**src/rtl/scan_index_gen.sv**
```systemverilog
// 3-bit scan index sequencer (up/down, optional ping-pong via SCAN_PINGPONG_EN) with prescaled step ticks.
// Latency: first step visible DIV enabled cycles after reset/load; load visible next cycle.
// Backpressure: none; en low freezes prescaler and index, load always wins.
module scan_index_gen #(
    parameter int DIV = 4
) (
    input  logic       clk,
    input  logic       rst_n,
    input  logic       en,
    input  logic       dir,
    input  logic       load,
    input  logic [2:0] load_val,
    input  logic       pp,
    output logic [2:0] sel,
    output logic       tick,
    output logic       wrap
);

    localparam int            PW   = (DIV > 1) ? $clog2(DIV) : 1;
    localparam logic [PW-1:0] LAST = PW'(DIV - 1);

    logic [PW-1:0] cnt;
    logic [2:0]    step_sel;
    logic          step_wrap;

`ifdef SCAN_PINGPONG_EN
    logic pdir;
    logic step_pdir;
`else
    wire unused_pp = pp;
`endif

    // Next index if a step happens this edge; applied only when the prescaler expires.
    always_comb begin
        step_sel  = dir ? (sel - 3'd1) : (sel + 3'd1);
        step_wrap = dir ? (sel == 3'd0) : (sel == 3'd7);
`ifdef SCAN_PINGPONG_EN
        step_pdir = pdir;
        if (pp) begin
            if (!pdir && (sel == 3'd7)) begin
                step_sel  = 3'd6;
                step_wrap = 1'b1;
                step_pdir = 1'b1;
            end else if (pdir && (sel == 3'd0)) begin
                step_sel  = 3'd1;
                step_wrap = 1'b1;
                step_pdir = 1'b0;
            end else begin
                step_sel  = pdir ? (sel - 3'd1) : (sel + 3'd1);
                step_wrap = 1'b0;
            end
        end
`endif
    end

    always_ff @(posedge clk or negedge rst_n) begin
        if (!rst_n) begin
            cnt  <= '0;
            sel  <= 3'd0;
            tick <= 1'b0;
            wrap <= 1'b0;
        end else if (load) begin
            cnt  <= '0;
            sel  <= load_val;
            tick <= 1'b0;
            wrap <= 1'b0;
        end else if (en) begin
            if (cnt == LAST) begin
                cnt  <= '0;
                sel  <= step_sel;
                tick <= 1'b1;
                wrap <= step_wrap;
            end else begin
                cnt  <= cnt + PW'(1);
                tick <= 1'b0;
                wrap <= 1'b0;
            end
        end else begin
            tick <= 1'b0;
            wrap <= 1'b0;
        end
    end

`ifdef SCAN_PINGPONG_EN
    // pdir only moves on load or on a ping-pong step; it is retained when pp drops.
    always_ff @(posedge clk or negedge rst_n) begin
        if (!rst_n) begin
            pdir <= 1'b0;
        end else if (load) begin
            pdir <= dir;
        end else if (en && (cnt == LAST)) begin
            pdir <= step_pdir;
        end
    end
`endif

endmodule

```
**config.mk**
```make
export PLATFORM = sky130hd
export DESIGN_NAME = scan_index_gen
export DESIGN_NICKNAME = d
export VERILOG_FILES = /design/src/rtl/scan_index_gen.sv
export SDC_FILE = /design/constraint.sdc
export NUM_CORES = 1
export LEC_CHECK = 0
export CAP_MARGIN = 10
export CORE_AREA = 4 4 41 43
export CTS_CLUSTER_SIZE = 10
export DETAILED_ROUTE_END_ITERATION = 8
export DIE_AREA = 0 0 45 47
export GPL_ROUTABILITY_DRIVEN = 1
export SYNTH_ARGS = -nofsm -noshare
export SYNTH_HDL_FRONTEND = slang
export SYNTH_SLANG_ARGS = --single-unit
```
**constraint.sdc**
```tcl
create_clock -name clk -period 1.8 [get_ports clk]
set_input_delay 0.27 -clock clk [delete_from_list [all_inputs] [get_ports clk]]
set_output_delay 0.27 -clock clk [all_outputs]
set_load 0.005 [all_outputs]
```
==> impl_metrics.csv <==
group,metric,value,unit
setup_path,crit_path_max_fanout,2,
synth,dominant_combinational_cell_family_by_area_after_synthesis,"simple AND/OR/NAND/NOR gates",
die,core_area,1300,µm²
die,floorplan.rows,13,
final_layout,instances_no_fill,66,
drt,firstDrtPassIters,1,
drt,detail_route.iter0.violations,0,
place,io_buffers,12,
clock_tree,hold_buffers,0,
synth,synth.mux.area_fraction,0.0877,
drt,routed-via-count,277,
global_routing,first_global_vias,249,
synth,adder_and_majority_gate_portion_of_the_synthesized_area,0.0912,
synth,synth_simple_gate_area_frac,0.147,
die,area_of_the_die,2120,µm²
sta,layout_worst_path_cycle_share,0.957,
synth,synthesized_netlist_net_count,45,
place,post-place-cells,62,
sta,slew_violations,0,
final_layout,flow.area_growth_from_synthesis,48.4,%
drt,via_per_inst,4.20,
global_routing,grt_util_all_layers,0.0784,
clock_tree,clk_pin_slew_worst_paths,0.05,ns
final_layout,layout.nets,63,
clock_tree,post_cts.resized_instances,0,
clock_tree,ctsRootBufferMaster,"sky130_fd_sc_hd__clkbuf_4",
synth,portion_of_the_post_synthesis_area_used_by_sequential_elements,0.491,
drt,drt_drc_violations_left,0,
clock_tree,cts_buffers,3,
final_layout,diodes,0,
setup_path,worstSetupPathType,"in -> reg",
setup_path,crit_slowest_cell,"sky130_fd_sc_hd__clkdlybuf4s50_1",
synth,synth.cell_area,357,µm²
final_layout,area_of_all_placed_cells_without_fillers,529,µm²
global_routing,grt_overflow_total,0,
power,cellPowerDensity,735,nW/µm²
setup_path,critPathArrivalTime,1.89,ns
setup_path,path_buf_inv,2,
sta,grt_setup_unrepaired,"false",
global_routing,antenna_violations_before_repair,0,
die,die_h,47,µm
min_path,hold_path.class,"in -> async",
synth,synth.largest_area_cell,"sky130_fd_sc_hd__dfrtp_1",
drt,drtAntennaViolNets,0,
synth,number_of_synthesized_register_bits,7,
synth,ys_warn_count,0,
power,worst_vdd_drop,0.356,mV
power,p_leak,0.246,nW
final_layout,register_area,175,µm²
clock_tree,cts.htree.levels,1,
synth,synth.top_cell.area_share,0.491,
clock_tree,insertion_delay,0.25,ns
synth,postSynthAreaPerCell,10.5,µm²
setup_path,crit_start,"dir",
sta,fin_skew,0.000366,ns
final_layout,multi_input_logic_area,163,µm²
setup_path,beginning_of_the_worst_register_to_register_path,"sel[0]",
place,gp_routability_congestion,0.713,
power,post-layout-total-power,0.389,mW
sta,fmax,0.580,GHz
drt,final_wirelength,668,µm
global_routing,grt_start_max_net_pins,8,
clock_tree,clockBufferDepth,2,
clock_tree,postCtsSetupBuffers,0,
synth,yosys-top-cells-area,"sky130_fd_sc_hd__dfrtp_1 49%, sky130_fd_sc_hd__fa_1 5.6%, sky130_fd_sc_hd__mux2i_1 5.6%",
synth,yosys.area_share.xor_xnor,0.0491,
setup_path,cp.required,1.97,ns
clock_tree,cts_tree,"yes",
setup_path,critical_path.endpoint_type,"register",
sta,worst_slew_slack_as_a_fraction_of_its_limit,0.795,
drt,routed_wire_length_per_instance,10.1,µm
flow_run,timing.max_cap.violations,0,
place,placed_cell_area,503,µm²
synth,gate_count_post_synth,34,
synth,synth-compound-area-share,0.0807,
run_status,run_status,"complete, no violations",
setup_path,crit_family,"buffers and inverters",
die,floorplan.io_pins,14,
die,initial_core_util,0.274,
clock_tree,cts.sink_count,7,
final_layout,fillCellCount,145,
die,fp.dieW,45,µm
setup_path,timing.critical_path.cells,"clkdlybuf4s50_1 -> inv_1 -> fa_1 -> xor2_1 -> or3_1 -> a31oi_1",
global_routing,grt_first_pass_wirelength,1.04,mm
sta,finalSetupViolations,0,
setup_path,timing.critical_path.slowest_cell_delay,0.49,ns
sta,final-hold-violation-count,0,
sta,minimum_period_implied_by_the_final_worst_setup_slack,1.72,ns
final_layout,post_route_cells_drive_above_1_share,0.118,
sta,tns,0,ns
sta,tightest_slew,0.307,ns
synth,netlist-cell-type-count,19,
setup_path,critPathLaunchType,"input pin",
-- area by class of cell --
type | count | share of cell area
Sequential cell | 7 | 0.331
Multi-Input combinational cell | 22 | 0.307
Timing Repair Buffer | 13 | 0.241
Clock buffer | 4 | 0.0496
Inverter | 5 | 0.0355
Tap cell | 15 | 0.0355
-- cell usage after synthesis, drive strengths merged --
cell type / number
dfrtp: 7
inv: 5
nor2: 4
mux2i: 2
nand2: 2
o21ai: 2
a21boi: 1
a21oi: 1
a31oi: 1
fa: 1
ha: 1
mux2: 1
nand4: 1
nor3b: 1
or3: 1
or4: 1
xnor2: 1
xor2: 1
-- routing by layer --
metal	track usage	up-vias	part of all wire
met5	0	-	0
met4	0.0526	0	0
met3	0.0575	0	0.12
met1	0.0896	115	0.44
met2	0.102	14	0.44
li1	-	148	-
-- placed cells by master, fill, tap and decap left out, types with 2 or more instances in the layout --
cell                              synthesis  routed
sky130_fd_sc_hd__clkdlybuf4s50_1          0      12
sky130_fd_sc_hd__dfrtp_1                  7       7
sky130_fd_sc_hd__inv_1                    5       5
sky130_fd_sc_hd__nor2_1                   4       4
sky130_fd_sc_hd__clkbuf_4                 0       3
sky130_fd_sc_hd__o21ai_0                  2       2
sky130_fd_sc_hd__mux2i_1                  2       2
-- worst paths after layout --
check                         end  slack [ns]  cells past startpoint
max                        sel[2]        0.08                      6
min                        cnt[0]        0.28                      1
max reg2reg                sel[2]        0.21                      5
min reg2reg                cnt[1]        0.52                      2
max in group asynchronous  sel[2]        1.29                      1
min in group clk           cnt[1]        0.52                      2
-- where the power goes --
group	switching, mW	internal, mW
clock	0.0543	0.0844
combinational	0.0296	0.0436
sequential	0.00915	0.168
-- logic make-up (layout without fill, tap and decap cells) --
group,count (synthesis),count (layout)
buf+inv,5,22
xor+xnor,2,2
fa+ha+maj,2,2
simple gates,10,10
flops,7,7
mux,3,3
compound gates,5,5
-- state kept, by name (all words and copies together) (netlist names) --
| name | cells |
|---|---|
| sel | 3 |
| cnt | 2 |
| tick | 1 |
| wrap | 1 |
-- per-stage QoR --
step	util	hold slack, ns	worst slack (ns)
final	0.407	0.278	0.0769
after global routing	0.407	0.279	0.00639
after CTS	0.407	0.281	0.0687
after detailed placement	0.387	0.519	-0.196
after global placement	0.387	0.510	-0.166
after floorplan	-	-0.0256	0.281
-- worst register-to-register path: cells and delay by family, from the launching register on --
kind | cells | cell delay (ns)
DFF | 1 | 0.39
buffers and inverters | 1 | 0.10
and+or+nand+nor | 1 | 0.30
AOI/OAI and AO/OA | 1 | 0.16
adders and majority gates | 1 | 0.41
xor gates and xnor gates | 1 | 0.16
No activity file was read; power rests on OpenSTA's default activity.
